File: config.mk
export PLATFORM = sky130hd
export DESIGN_NAME = mixer_pipe
export DESIGN_NICKNAME = d
export VERILOG_FILES = /design/src/rtl/mixer_pkg.sv /design/src/rtl/mixer_shift_sat.sv /design/src/rtl/mixer_pipe.sv
export SDC_FILE = /design/constraint.sdc
export NUM_CORES = 2
export LEC_CHECK = 0
export ABC_AREA = 1
export CAP_MARGIN = 20
export CORE_MARGIN = 1
export CORE_UTILIZATION = 36
export DETAILED_ROUTE_END_ITERATION = 7
export DONT_BUFFER_PORTS = 1
export PLACE_DENSITY = 0.6
export SLEW_MARGIN = 20
export SYNTH_ARGS = -nofsm -noshare
export SYNTH_HDL_FRONTEND = slang
export SYNTH_SLANG_ARGS = --single-unit
export TNS_END_PERCENT = 100
File: constraint.sdc
create_clock -name clk -period 7.75 [get_ports clk]
set_input_delay 1.1625 -clock clk [delete_from_list [all_inputs] [get_ports clk]]
set_output_delay 1.1625 -clock clk [all_outputs]
set_load 0.01 [all_outputs]
File: src/rtl/mixer_pkg.sv
// Shared defaults and types for the mixer_pipe slice.
// Rounding is enabled in the sub-module when MIXER_ROUND_EN is defined.
package mixer_pkg;
   localparam int MIX_DW        = 20;
   localparam int MIX_GW        = 25;
   localparam int MIX_LO_FRAC   = 15;
   localparam int MIX_GAIN_FRAC = 23;
   // 0.6309573 * 0.5 in Q2.23
   localparam logic [MIX_GW-1:0] MIX_GAIN_RST = 25'h028_619A;
   localparam int SAT_CNT_W     = 16;

   typedef logic signed [MIX_DW-1:0] sample_t;
endpackage

File: src/rtl/mixer_shift_sat.sv
// Arithmetic right shift (round half-up under MIXER_ROUND_EN) followed by
// signed saturation to OUT_W bits with a clip flag.
module mixer_shift_sat
   import mixer_pkg::*;
#(
   parameter int IN_W  = 2 * MIX_DW,
   parameter int SHIFT = MIX_LO_FRAC,
   parameter int OUT_W = MIX_DW
) (
   input  logic [IN_W-1:0]  din,
   output logic [OUT_W-1:0] dout,
   output logic             sat
);
   // One guard bit so the rounding add can never overflow.
   localparam int EW = IN_W + 1;
   localparam logic signed [EW-1:0] MAX_V = {{(EW-OUT_W+1){1'b0}}, {(OUT_W-1){1'b1}}};
   localparam logic signed [EW-1:0] MIN_V = {{(EW-OUT_W+1){1'b1}}, {(OUT_W-1){1'b0}}};

   logic signed [EW-1:0] ext_s;
   logic signed [EW-1:0] rnd_s;
   logic signed [EW-1:0] shf_s;

   assign ext_s = {din[IN_W-1], din};
`ifdef MIXER_ROUND_EN
   localparam logic signed [EW-1:0] HALF_V = {{(EW-1){1'b0}}, 1'b1} << (SHIFT - 1);
   assign rnd_s = ext_s + HALF_V;
`else
   assign rnd_s = ext_s;
`endif
   assign shf_s = rnd_s >>> SHIFT;

   // Clip the shifted value into the signed OUT_W range.
   always_comb begin
      dout = shf_s[OUT_W-1:0];
      sat  = 1'b0;
      if (shf_s > MAX_V) begin
         dout = MAX_V[OUT_W-1:0];
         sat  = 1'b1;
      end else if (shf_s < MIN_V) begin
         dout = MIN_V[OUT_W-1:0];
         sat  = 1'b1;
      end else begin
         dout = shf_s[OUT_W-1:0];
         sat  = 1'b0;
      end
   end
endmodule

File: src/rtl/mixer_pipe.sv
// Two-stage pipelined mixer: interp*LO, then *gain, each stage saturated,
// with valid/ready flow control. Optional rounding via MIXER_ROUND_EN.
module mixer_pipe
   import mixer_pkg::*;
#(
   parameter int              DW        = MIX_DW,
   parameter int              LO_FRAC   = MIX_LO_FRAC,
   parameter int              GW        = MIX_GW,
   parameter int              GAIN_FRAC = MIX_GAIN_FRAC,
   parameter logic [GW-1:0]   GAIN_RST  = MIX_GAIN_RST
) (
   input  logic                 clk,
   input  logic                 rst,
   input  logic                 in_valid,
   output logic                 in_ready,
   input  logic [DW-1:0]        interp_i,
   input  logic [DW-1:0]        lo_i,
   input  logic [GW-1:0]        gain_i,
   input  logic                 gain_we,
   output logic                 out_valid,
   input  logic                 out_ready,
   output logic [DW-1:0]        mix_o,
   output logic                 sat_o,
   output logic [SAT_CNT_W-1:0] sat_cnt
);
   logic                    adv_s;
   logic                    s1_valid_r;
   logic [DW-1:0]           p1_r;
   logic                    s1_sat_r;
   logic [GW-1:0]           gain_r;

   logic signed [2*DW-1:0]  interp_x_s;
   logic signed [2*DW-1:0]  lo_x_s;
   logic signed [2*DW-1:0]  prod1_s;
   logic signed [DW+GW-1:0] p1_x_s;
   logic signed [DW+GW-1:0] gain_x_s;
   logic signed [DW+GW-1:0] prod2_s;
   logic [DW-1:0]           p1_s;
   logic                    p1_sat_s;
   logic [DW-1:0]           p2_s;
   logic                    p2_sat_s;

   assign adv_s    = !out_valid || out_ready;
   assign in_ready = adv_s;

   // Operands are sign-extended to the full product width so nothing wraps.
   assign interp_x_s = {{DW{interp_i[DW-1]}}, interp_i};
   assign lo_x_s     = {{DW{lo_i[DW-1]}}, lo_i};
   assign prod1_s    = interp_x_s * lo_x_s;
   assign p1_x_s     = {{GW{p1_r[DW-1]}}, p1_r};
   assign gain_x_s   = {{DW{gain_r[GW-1]}}, gain_r};
   assign prod2_s    = p1_x_s * gain_x_s;

   mixer_shift_sat #(.IN_W(2*DW), .SHIFT(LO_FRAC), .OUT_W(DW)) u_s1 (
      .din  (prod1_s),
      .dout (p1_s),
      .sat  (p1_sat_s)
   );

   mixer_shift_sat #(.IN_W(DW+GW), .SHIFT(GAIN_FRAC), .OUT_W(DW)) u_s2 (
      .din  (prod2_s),
      .dout (p2_s),
      .sat  (p2_sat_s)
   );

   // Gain register; S2 always reads the registered copy.
   always_ff @(posedge clk) begin
      if (rst) begin
         gain_r <= GAIN_RST;
      end else if (gain_we) begin
         gain_r <= gain_i;
      end else begin
         gain_r <= gain_r;
      end
   end

   // Both stages move together only when the output slot can advance.
   always_ff @(posedge clk) begin
      if (rst) begin
         s1_valid_r <= 1'b0;
         p1_r       <= {DW{1'b0}};
         s1_sat_r   <= 1'b0;
         out_valid  <= 1'b0;
         mix_o      <= {DW{1'b0}};
         sat_o      <= 1'b0;
      end else if (adv_s) begin
         s1_valid_r <= in_valid;
         out_valid  <= s1_valid_r;
         if (in_valid) begin
            p1_r     <= p1_s;
            s1_sat_r <= p1_sat_s;
         end
         if (s1_valid_r) begin
            mix_o <= p2_s;
            sat_o <= s1_sat_r | p2_sat_s;
         end
      end
   end

   // Saturating count of clipped beats actually handed downstream.
   always_ff @(posedge clk) begin
      if (rst) begin
         sat_cnt <= {SAT_CNT_W{1'b0}};
      end else if (out_valid && out_ready && sat_o && (sat_cnt != {SAT_CNT_W{1'b1}})) begin
         sat_cnt <= sat_cnt + {{(SAT_CNT_W-1){1'b0}}, 1'b1};
      end else begin
         sat_cnt <= sat_cnt;
      end
   end
endmodule

==> flow_summary.json <==
{
  "max-slew-margin-rel_pct": 25.9,
  "nets": 6102,
  "crit_required_ps": 8000,
  "timing.rr.start": "p1_r[5]$_SDFFE_PP0P_",
  "max_freq_ghz": 0.138,
  "num-fill-cells": 11100,
  "ant_nets": 0,
  "final_cell_mix": "inv_1, nand2_1, fa_1",
  "cp-end-kind": "flop",
  "synth_area_um2": 38300,
  "hold_buffers": 0,
  "clock_skew_ps": 7.69,
  "synth_nets": 6222,
  "cts_root_buffer": "clkbuf_16",
  "worstSetupStartpoint": "lo_i[19]",
  "overflow": 0,
  "finalCritPeriodShare_pct": 93.8,
  "seq_area_um2": 1710,
  "post-dp-hpwl_mm": 83.2,
  "finalSetupTns_ps": 0,
  "ys_seq_area_share_pct": 4.44,
  "multi_input_area_um2": 29800,
  "synth_seq_cells": 85,
  "core_area_um2": 105000,
  "cts_tree": "yes",
  "outcome": "finished clean",
  "synthXorXnorAreaFrac_pct": 1.39,
  "critical_path_arrival_ps": 7520,
  "drive_above_1_share_pct": 3.03,
  "fp.dieH_um": 328,
  "portBuffers": 0,
  "fp-row-count": 119,
  "dieArea_um2": 108000,
  "worstSetupStartpointType": "input pin",
  "hold_viol_final": 0,
  "htreeDepth": 3,
  "synth_mux_area_share_pct": 0,
  "worst_slew_pin_slew_ps": 1110,
  "cts_resized": 0,
  "wirelength_mm": 98.6,
  "grt_start_max_net_pins": 77,
  "synth_top_family_by_area": "adder cells",
  "grt_pass1_wl_mm": 165,
  "placed_area_um2": 39900,
  "drcViolationCount": 0,
  "via_per_inst": 4.68,
  "ys_types": 47,
  "min_path_type": "reg2reg",
  "path_class": "in2reg",
  "cts.sinks": 85,
  "cp_max_fo": 20,
  "synth.avg_cell_area_um2": 7.66,
  "place_congestion": 0.909,
  "post-cts-setup-buffer-count": 0,
  "cts_made_buffers": 9,
  "clkSlewWorstSetupHoldPaths_ps": 70,
  "synth_adder_area_share_pct": 55.6,
  "slew_viol_final": 0,
  "finalSetupViolCount": 0,
  "netlist_instances": 5005,
  "design_area_um2": 40300,
  "mostFrequentLayoutCell": "inv_1",
  "initial_core_util_pct": 36.4,
  "drtIter0Drc": 1752,
  "ys_warn_count": 0,
  "hp-start": "s1_valid_r$_SDFFE_PP0N_",
  "drt-pass1-iter-count": 5,
  "grt_usage_pct": 19.2,
  "syn_to_final_growth_pct": 5.03,
  "min_period_ps": 7270,
  "cts_buffer_depth": 2,
  "wire_per_inst_um": 15.7,
  "die_w_um": 328,
  "grt_pass1_vias": 31500,
  "io_pins": 109,
  "drv_cap": 0,
  "synthSimpleGateAreaFrac_pct": 16.6,
  "synth-compound-area-share_pct": 4.02,
  "vias": 29400,
  "antenna_found_initial": 1,
  "rsz0062_at_grt": "false",
  "antennaDiodeCount": 0,
  "clkLatencyLatePin_ps": 370
}
[logic make-up (layout without fill, tap and decap cells)]
family,count (synthesis),after routing
buffers and inverters,1817,1702
AOI/OAI and AO/OA,277,277
DFF,85,85
and+or+nand+nor,1619,1619
adders and majority gates,1147,1147
xor gates and xnor gates,60,60
[cell type report]
type / instances / share of cell area [%]
clock inverter: 7 / 0.289
tap: 1391 / 4.32
multi-input combinational: 3103 / 73.9
clock buffer: 9 / 0.559
sequential: 85 / 4.23
timing repair buffer: 82 / 1.71
inverter: 1604 / 15.0
[synthesized netlist by cell type (all sizes together)]
master | count | share of area, %
buf | 19 | 0.34
o21bai | 8 | 0.16
nand3b | 4 | 0.078
ha | 219 | 7.1
nand4 | 18 | 0.29
dfxtp | 85 | 4.4
o211ai | 1 | 0.020
a21oi | 139 | 2.0
inv | 1603 | 16
nor2 | 210 | 2.1
clkbuf | 194 | 1.9
a21boi | 1 | 0.020
a211oi | 1 | 0.020
a31oi | 6 | 0.098
xnor2 | 28 | 0.64
nand2 | 1273 | 13
nor3 | 21 | 0.29
nor4 | 8 | 0.15
o32ai | 1 | 0.023
fa | 928 | 48
nor3b | 1 | 0.020
o21a | 6 | 0.12
and3 | 2 | 0.033
or2 | 10 | 0.16
a21o | 11 | 0.22
o21ai | 101 | 1.3
nand3 | 71 | 0.94
o2111ai | 2 | 0.046
clkinv | 1 | 0.0098
or3 | 1 | 0.016
xor2 | 32 | 0.75
[registers in the layout, indices dropped and copies added (netlist names)]
register / cells
gain_r: 25
mix_o: 20
p1_r: 20
sat_cnt: 16
out_valid: 1
s1_sat_r: 1
s1_valid_r: 1
sat_o: 1
[layer usage]
metal	wire (um)	track usage, %	share of wire [%]	vias to the layer above
met1	42600	25.4	43	14900
met3	5260	2.45	5.3	114
met2	48700	33.4	49	676
met4	2010	4.50	2.0	0
li1	-	-	-	13700
met5	0	0	0	-
[path summary, 6_finish.rpt]
path / to / slack (ps) / cells after the start
min reg2reg: s1_valid_r$_SDFFE_PP0N_ / 460 / 2
max: s1_sat_r$_SDFFE_PP0P_ / 480 / 27
min: s1_valid_r$_SDFFE_PP0N_ / 460 / 2
max reg2reg: mix_o[16]$_SDFFE_PP0P_ / 520 / 30
[worst max-delay path, cell delays in order]
cell	delay (ps)
clkinvlp_4	320
nor2_1	240
fa_1	450
fa_1	510
fa_1	430
fa_1	530
fa_1	440
fa_1	500
inv_1	50
fa_1	500
inv_1	40
ha_1	390
nand2_1	170
nor2_2	210
buf_4	170
nand2_1	80
nor4_1	180
nand2_1	100
nand2_1	130
nand2_1	90
nand2_1	70
nand2_1	50
nand2_1	100
nand3_1	90
a21oi_1	140
buf_4	270
a21oi_1	100
[metrics by stage]
stage,worst slack [ps],hold WS (ps),utilization (%),cells
4_1_cts,381,468,38.2,6281
2_1_floorplan,207,443,-,5005
6_report,478,460,38.2,6281
5_1_grt,52.0,485,38.2,6281
3_3_place_gp,39.2,448,37.9,6265
3_5_place_dp,2.86,456,37.9,6265
Power is left out: the tool's default activity adds up to more than one toggle a clock period on the data nets, which glitch-free logic cannot reach.
